**src/rtl/led_regs_axil.sv**
```systemverilog
// AXI4-Lite register slave for the LED block: status in, two control words out, ID word.
// Define LED_REGS_WSTRB_EN to honour s_wstrb byte lanes; otherwise every write is a full word.
module led_regs_axil #(
  parameter logic [31:0] ID_VALUE = 32'h4C45_4430,
  parameter int          ADDR_W   = 4
) (
  input  logic              CLK,
  input  logic              RSTn,
  input  logic [ADDR_W-1:0] s_awaddr,
  input  logic              s_awvalid,
  output logic              s_awready,
  input  logic [31:0]       s_wdata,
  input  logic [3:0]        s_wstrb,
  input  logic              s_wvalid,
  output logic              s_wready,
  output logic [1:0]        s_bresp,
  output logic              s_bvalid,
  input  logic              s_bready,
  input  logic [ADDR_W-1:0] s_araddr,
  input  logic              s_arvalid,
  output logic              s_arready,
  output logic [31:0]       s_rdata,
  output logic [1:0]        s_rresp,
  output logic              s_rvalid,
  input  logic              s_rready,
  input  logic [31:0]       slv_reg0,
  output logic [31:0]       slv_reg1,
  output logic [31:0]       slv_reg2
);

  typedef enum logic {WR_IDLE, WR_RESP} wr_state_t;
  typedef enum logic {RD_IDLE, RD_DATA} rd_state_t;

  wr_state_t   wr_state_reg, wr_state_next;
  rd_state_t   rd_state_reg, rd_state_next;
  logic        aw_held_reg, aw_held_next;
  logic        w_held_reg, w_held_next;
  logic [1:0]  awsel_reg, awsel_next;
  logic [31:0] wdata_reg, wdata_next;
  logic [3:0]  wstrb_reg, wstrb_next;
  logic        awready_reg, awready_next;
  logic        wready_reg, wready_next;
  logic        bvalid_reg, bvalid_next;
  logic [1:0]  bresp_reg, bresp_next;
  logic        arready_reg, arready_next;
  logic        rvalid_reg, rvalid_next;
  logic [31:0] rdata_reg, rdata_next;
  logic [31:0] slv_reg1_reg, slv_reg1_next;
  logic [31:0] slv_reg2_reg, slv_reg2_next;
  logic        wr_commit;
  logic        aw_fire, w_fire;
  logic [31:0] wr_mask;
  logic        unused_ok;

  assign aw_fire = s_awvalid && awready_reg;
  assign w_fire  = s_wvalid && wready_reg;

  // Only bits [3:2] of the addresses select a register.
  assign unused_ok = ^{s_awaddr, s_araddr, wstrb_reg};

  // Write channel: latch AW and W independently, commit once both are held.
  always_comb begin
    wr_state_next = wr_state_reg;
    aw_held_next  = aw_held_reg;
    w_held_next   = w_held_reg;
    awsel_next    = awsel_reg;
    wdata_next    = wdata_reg;
    wstrb_next    = wstrb_reg;
    awready_next  = awready_reg;
    wready_next   = wready_reg;
    bvalid_next   = bvalid_reg;
    bresp_next    = bresp_reg;
    wr_commit     = 1'b0;
    case (wr_state_reg)
      WR_IDLE: begin
        if (aw_fire) begin
          aw_held_next = 1'b1;
          awsel_next   = s_awaddr[3:2];
        end
        if (w_fire) begin
          w_held_next = 1'b1;
          wdata_next  = s_wdata;
          wstrb_next  = s_wstrb;
        end
        if (aw_held_next && w_held_next) begin
          wr_commit     = 1'b1;
          wr_state_next = WR_RESP;
          bvalid_next   = 1'b1;
          bresp_next    = (awsel_next == 2'd1 || awsel_next == 2'd2) ? 2'b00 : 2'b10;
          aw_held_next  = 1'b0;
          w_held_next   = 1'b0;
          awready_next  = 1'b0;
          wready_next   = 1'b0;
        end else begin
          awready_next = !aw_held_next;
          wready_next  = !w_held_next;
        end
      end
      WR_RESP: begin
        if (bvalid_reg && s_bready) begin
          wr_state_next = WR_IDLE;
          bvalid_next   = 1'b0;
          awready_next  = 1'b1;
          wready_next   = 1'b1;
        end
      end
      default: wr_state_next = WR_IDLE;
    endcase
  end

  for (genvar gi = 0; gi < 4; gi++) begin : g_mask
`ifdef LED_REGS_WSTRB_EN
    assign wr_mask[8*gi +: 8] = {8{wstrb_next[gi]}};
`else
    assign wr_mask[8*gi +: 8] = 8'hFF;
`endif
  end

  always_comb begin
    slv_reg1_next = slv_reg1_reg;
    slv_reg2_next = slv_reg2_reg;
    if (wr_commit && awsel_next == 2'd1)
      slv_reg1_next = (slv_reg1_reg & ~wr_mask) | (wdata_next & wr_mask);
    if (wr_commit && awsel_next == 2'd2)
      slv_reg2_next = (slv_reg2_reg & ~wr_mask) | (wdata_next & wr_mask);
  end

  // Read channel: mux uses current register values, so a same-edge write is not visible.
  always_comb begin
    rd_state_next = rd_state_reg;
    arready_next  = arready_reg;
    rvalid_next   = rvalid_reg;
    rdata_next    = rdata_reg;
    case (rd_state_reg)
      RD_IDLE: begin
        arready_next = 1'b1;
        if (s_arvalid && arready_reg) begin
          case (s_araddr[3:2])
            2'd0:    rdata_next = slv_reg0;
            2'd1:    rdata_next = slv_reg1_reg;
            2'd2:    rdata_next = slv_reg2_reg;
            default: rdata_next = ID_VALUE;
          endcase
          rvalid_next   = 1'b1;
          arready_next  = 1'b0;
          rd_state_next = RD_DATA;
        end
      end
      RD_DATA: begin
        if (rvalid_reg && s_rready) begin
          rvalid_next   = 1'b0;
          arready_next  = 1'b1;
          rd_state_next = RD_IDLE;
        end
      end
      default: rd_state_next = RD_IDLE;
    endcase
  end

  always_ff @(posedge CLK) begin
    if (!RSTn) begin
      wr_state_reg <= WR_IDLE;
      rd_state_reg <= RD_IDLE;
      aw_held_reg  <= 1'b0;
      w_held_reg   <= 1'b0;
      awsel_reg    <= 2'd0;
      wdata_reg    <= 32'd0;
      wstrb_reg    <= 4'd0;
      awready_reg  <= 1'b0;
      wready_reg   <= 1'b0;
      bvalid_reg   <= 1'b0;
      bresp_reg    <= 2'b00;
      arready_reg  <= 1'b0;
      rvalid_reg   <= 1'b0;
      rdata_reg    <= 32'd0;
      slv_reg1_reg <= 32'd0;
      slv_reg2_reg <= 32'd0;
    end else begin
      wr_state_reg <= wr_state_next;
      rd_state_reg <= rd_state_next;
      aw_held_reg  <= aw_held_next;
      w_held_reg   <= w_held_next;
      awsel_reg    <= awsel_next;
      wdata_reg    <= wdata_next;
      wstrb_reg    <= wstrb_next;
      awready_reg  <= awready_next;
      wready_reg   <= wready_next;
      bvalid_reg   <= bvalid_next;
      bresp_reg    <= bresp_next;
      arready_reg  <= arready_next;
      rvalid_reg   <= rvalid_next;
      rdata_reg    <= rdata_next;
      slv_reg1_reg <= slv_reg1_next;
      slv_reg2_reg <= slv_reg2_next;
    end
  end

  assign s_awready = awready_reg;
  assign s_wready  = wready_reg;
  assign s_bvalid  = bvalid_reg;
  assign s_bresp   = bresp_reg;
  assign s_arready = arready_reg;
  assign s_rvalid  = rvalid_reg;
  assign s_rdata   = rdata_reg;
  assign s_rresp   = 2'b00;
  assign slv_reg1  = slv_reg1_reg;
  assign slv_reg2  = slv_reg2_reg;

endmodule
```
**config.mk**
```make
export PLATFORM = sky130hd
export DESIGN_NAME = led_regs_axil
export DESIGN_NICKNAME = d
export VERILOG_FILES = /design/src/rtl/led_regs_axil.sv
export SDC_FILE = /design/constraint.sdc
export NUM_CORES = 1
export LEC_CHECK = 0
export ABC_AREA = 0
export BUFFER_PORTS_ARGS = -buffer_cell sky130_fd_sc_hd__clkbuf_2
export CAP_MARGIN = 15
export CORE_MARGIN = 2
export CORE_UTILIZATION = 55
export DETAILED_ROUTE_END_ITERATION = 6
export GPL_TIMING_DRIVEN = 0
export PLACE_DENSITY = 0.85
export SLEW_MARGIN = 5
export SYNTH_ARGS = -nofsm -noshare
export SYNTH_HDL_FRONTEND = slang
export SYNTH_SLANG_ARGS = --single-unit
```
**constraint.sdc**
```tcl
create_clock -name CLK -period 2.9 [get_ports CLK]
set_input_delay 0.58 -clock CLK [delete_from_list [all_inputs] [get_ports CLK]]
set_output_delay 0.58 -clock CLK [all_outputs]
set_load 0.05 [all_outputs]
```
# Yosys cells after proc, flatten, opt, wreduce, memory -nomap -nowiden
# Cells that the tools add are included.
[classes] n_eq_ne=10 n_mux=34 bitwise=2 reduce_logical=16
[ops] op="$pmux W32 S3" n=1
[ops] op="$mux W32" n=2
[ops] op="$mux W1" n=20
[ops] op="$pmux W1 S2" n=7
[ops] op="$logic_and A1 B1 Y1" n=8
[ops] op="$mux W2" n=4
[ops] op="$reduce_and A2 Y1" n=4
[ops] op="$eq A2 B1 Y1 const B" n=3
[ops] op="$eq A2 B2 Y1 const B" n=3
[ops] op="$ne A2 B1 Y1 const B" n=2
[ops] op="$ne A2 B2 Y1 const B" n=2
[ops] op="$logic_not A1 Y1" n=2
[ops] op="$logic_not A2 Y1" n=1
[ops] op="$not A1 Y1" n=2
[ops] op="$logic_or A1 B1 Y1" n=1
[word_totals] regBits=141 inputBits=83 word_cells=77

# Longest topological paths before layout
[depth] word_depth=7 ltp_mapped=7 depth_no_buf=4

# Worst setup path before layout
# No wires, ideal clock.
[synth_path] path_type="register to register" start="reg awready_reg (netlist: s_awready)" end="reg slv_reg2_reg[11] (netlist: slv_reg2[11])" arrival_time_ns=1.757 path_slack_ns=1.024 stages_incl_launch_ff=6 path_buffers=1 period_less_slack_ns=1.876 cell_sequence="dfxtp_1 -> a21oi_1 -> nor3_2 -> o21ai_4 -> buf_12 -> mux2i_1"
[synth_between] elab_chain_len=7
[synth_lines] element="from (decl)" line_no="41" source="logic awready_reg, awready_next;"
[synth_lines] element="from (signal assigned)" line_no="186" source="awready_reg <= awready_next;"
[synth_lines] element="$logic_and A1 B1 Y1 (*)" line_no="55" source="assign aw_fire = s_awvalid && awready_reg;"
[synth_lines] element="$mux W1" line_no="76" source="if (aw_fire) begin"
[synth_lines] element="$mux W1" line_no="74" source="case (wr_state_reg)"
[synth_lines] element="$logic_and A1 B1 Y1" line_no="85" source="if (aw_held_next && w_held_next) begin"
[synth_lines] element="$mux W1" line_no="85"
[synth_lines] element="$mux W1" line_no="74"
[synth_lines] element="$logic_and A1 B1 Y1 (*)" line_no="124" source="if (wr_commit && awsel_next == 2'd2)"
[synth_lines] element="to (signal assigned)" line_no="194" source="slv_reg2_reg <= slv_reg2_next;"
[synth_lines] element="to (decl)" line_no="49" source="logic [31:0] slv_reg2_reg, slv_reg2_next;"
# Mark *: on every way between the ends. The rest lies on a longest branch, timed or not. The select of a mux whose other input is x is not followed.
# A chain may end at the register's enable or synchronous reset.

# Final worst setup path
[layout_path] start="reg arready_reg (netlist: s_arready)" end="reg rdata_reg[3] (netlist: s_rdata[3])"
[layout_between] elab_chain_len=2
[layout_lines] element="from (decl)" line_no="45" source="logic arready_reg, arready_next;"
[layout_lines] element="from (signal assigned)" line_no="190" source="arready_reg <= arready_next;"
[layout_lines] element="$logic_and A1 B1 Y1" line_no="137" source="if (s_arvalid && arready_reg) begin"
[layout_lines] element="$reduce_and A2 Y1 (no line)"
[layout_lines] element="to (signal assigned)" line_no="192" source="rdata_reg <= rdata_next;"
[layout_lines] element="to (decl)" line_no="47" source="logic [31:0] rdata_reg, rdata_next;"
# Every way passes these cells.

==> impl_metrics.py <==
metrics = {
    "synthesis": {
        "synthArstFlopShare_pct": 0,
        "ys_seq_area_share_pct": 47.5,
        "synth_edf_count": 0,
        "syn_area_per_cell_um2": 10.0,
        "syn_area_um2": 5910,
        "synth_cell_types": 30,
        "synthCells": 590,
        "ys_ff_latch": 140,
        "synth-main-ff-cell": "dfxtp_1",
        "yosysWarnings": 0,
    },
    "clock_network": {
        "clock-sinks": 140,
        "cts_setup_buffers": 0,
        "clkLatencyLatePin_ns": 0.52,
        "h-tree-depth": 4,
        "tritoncts": "done",
        "cts_resized": 0,
        "cts_buffer_depth": 2,
        "clockRootBuffer": "clkbuf_8",
        "cts_buffers": 17,
        "clkTransAtPathRegs_ns": 0.06,
        "hold_buffers": 0,
    },
    "worst_setup_path": {
        "slowest_stage": "nor2_1",
        "reg2reg_depth": 5,
        "critPathLaunch": "s_arready$_SDFFE_PN0P_",
        "reg2reg_from": "s_arready$_SDFFE_PN0P_",
        "critPathMaxStageDelay_ns": 0.59,
        "rrSetupSlack_ns": 0.78,
        "critical_path.cell_chain": "nand2_1 > nor2_1 > clkbuf_1 > o211ai_1 > o211a_1",
        "worstReg2RegEnd": "s_rdata[3]$_SDFFE_PN0P_",
        "cp-start-kind": "flop",
        "cp-end-kind": "flop",
        "worst-setup-path-type": "reg -> reg",
        "arrival_ns": 2.53,
        "worstPathRequired_ns": 3.31,
        "critical_path.endpoint": "s_rdata[3]$_SDFFE_PN0P_",
        "cp_max_fo": 10,
    },
    "die": {
        "rows": 37,
        "dieArea_um2": 11600,
        "design.core.area_um2": 10400,
        "ios": 188,
        "die_h_um": 108,
        "initial_core_util_pct": 56.9,
        "die_width_um": 108,
    },
    "sta": {
        "post-route-worst-setup-slack_ns": 0.782,
        "final.min_clock_period_ns": 2.12,
        "finalSetupViolCount": 0,
        "tightestPinTransition_ns": 0.770,
        "max_freq_ghz": 0.472,
        "max_slew_margin_pct": 48.5,
        "fin_skew_ns": 0.00680,
        "hold_viol": 0,
        "rsz0062_at_grt": "no",
        "slew_violations": 0,
        "fin_crit_sh_pct": 73.0,
        "fin_setup_tns_ns": 0,
    },
    "grt": {
        "grt_pass1_vias": 5150,
        "use_met2_pct": 50.4,
        "grt_max_degree": 17,
        "grt_use_met1_pct": 34.7,
        "busiest_layer": "met2",
        "use_met3_pct": 9.26,
        "grt_pass1_wl_um": 26100,
        "antenna_found_initial": 0,
        "track_usage_pct": 29.4,
        "overflow": 0,
    },
    "worst_hold_path": {
        "hold_depth": 3,
        "hold_path_class": "in -> reg",
    },
    "power": {
        "power.density_nw_per_um2": 642,
        "leakage_nw": 4.17,
        "irDropWorstVdd_mv": 0.346,
    },
    "placement": {
        "dp.cells": 901,
        "dp_slack_ns": 0.500,
        "io_buffers": 173,
        "dp_hpwl_um": 12200,
        "gp_congestion": 0.835,
    },
    "routing": {
        "wl_per_cell_um": 18.1,
        "via_count": 5111,
        "ant_nets": 0,
        "drc": 0,
        "finalWirelength_um": 16900,
        "drt_pass1_iterations": 5,
        "avgViaCountPerCell": 5.48,
        "dr.first_iter.drc_count": 318,
    },
    "finish": {
        "n_antenna_cell": 0,
        "utilization_pct": 72.8,
        "multi_input_area_um2": 2700,
        "drive_gt1_share_pct": 34.0,
        "nets": 867,
        "nFillCells": 753,
        "area.sequential_um2": 2800,
        "area_growth_syn_to_layout_pct": 27.8,
        "finalNonFillerCells": 933,
    },
    "outcome": {
        "status": "complete, no violations",
    },
    "flow_run": {
        "cap_violations": 0,
    },
}
[power by group]
part	switching [mW]	leakage (nW)	internal (mW)	total, mW
registers	0.0410	1.14	2.00	2.04
clock network	0.798	0.290	1.37	2.17
logic	0.414	2.74	0.221	0.635
total	1.25	4.17	3.60	4.85
[stage by stage]
step	hold slack, ns	cell area, um2	total power [mW]
floorplan	0.425	5910	2.52
global placement	0.437	6950	2.69
detailed placement	0.458	6950	2.71
CTS	0.349	7550	4.87
global route	0.367	7550	5.01
finish	0.357	7550	4.85
[area by class of cell]
type / count / share of cell area (%)
inverters: 33 / 1.64
clock buffers: 21 / 6.08
multi-input cells: 373 / 35.8
flip-flops and latches: 140 / 37.1
well taps: 136 / 2.25
repair buffers: 173 / 11.5
plain buffers: 46 / 3.80
clock inverters: 11 / 1.87
[cell families after synthesis]
group | synth area share [%]
other cells | 0.0635
flops | 47.5
simple gates | 11.0
xor+xnor | 0.297
compound gates | 11.6
mux | 22.6
buf+inv | 6.95
[critical path, delay by kind of cell, from the launching register on]
kind | cells | cell delay [ns]
simple gates | 2 | 0.67
buf+inv | 1 | 0.58
compound gates | 2 | 0.40
flops | 1 | 0.36
[per-layer routing]
metal / routed length [um] / vias to the layer above
li1: - / 2402
met1: 6570 / 2432
met3: 1600 / 30
met4: 307 / 0
met2: 8410 / 247
met5: 0 / -
[Yosys cell counts (all sizes together), types with 2 or more instances]
cell type  instances  area (um2)
mux2i             86         861
o211ai            23         173
a21boi            13        97.6
inv               33         124
buf               18         181
clkbuf            28         105
o211a             25         250
nand2            139         522
dfxtp            140        2800
and3b              3        30.0
nor2               7        26.3
mux2              42         473
nor3b              2        25.0
o21ai              6        52.6
o221ai            10        87.6
a21oi              5        25.0
nor2b              3        18.8
[how the worst min path moves through the flow]
stage | from | end
global route | s_rready | s_rvalid$_SDFFE_PN0P_
floorplan | w_held_reg$_SDFFE_PN0N_ | w_held_reg$_SDFFE_PN0N_
global placement | w_held_reg$_SDFFE_PN0N_ | w_held_reg$_SDFFE_PN0N_
detailed placement | w_held_reg$_SDFFE_PN0N_ | w_held_reg$_SDFFE_PN0N_
CTS | s_awaddr[2] | awsel_reg[0]$_SDFF_PN0_
finish | s_awaddr[2] | awsel_reg[0]$_SDFF_PN0_
[cell usage in the layout (no fill, tap or decap), types with 2 or more instances in the layout]
cell,netlist,routed
o221ai_1,10,10
clkbuf_16,0,16
buf_12,3,3
inv_1,33,33
and3b_1,2,2
dfxtp_1,140,140
nor3b_2,2,2
clkinv_2,0,4
a21oi_1,5,5
buf_4,4,4
mux2_2,42,42
o211ai_1,23,23
mux2i_1,86,86
nand2_1,139,139
nor2_1,7,7
bufinv_16,0,3
clkbuf_8,0,4
clkbuf_1,28,29
buf_8,3,3
nor2b_1,3,3
o211a_1,25,25
clkbuf_2,0,173
a21boi_0,13,13
conb_1,1,3
buf_2,7,7
o21ai_4,2,2
o21ai_0,4,4
clkinvlp_4,0,3
No activity file was read; power rests on OpenSTA's default activity.
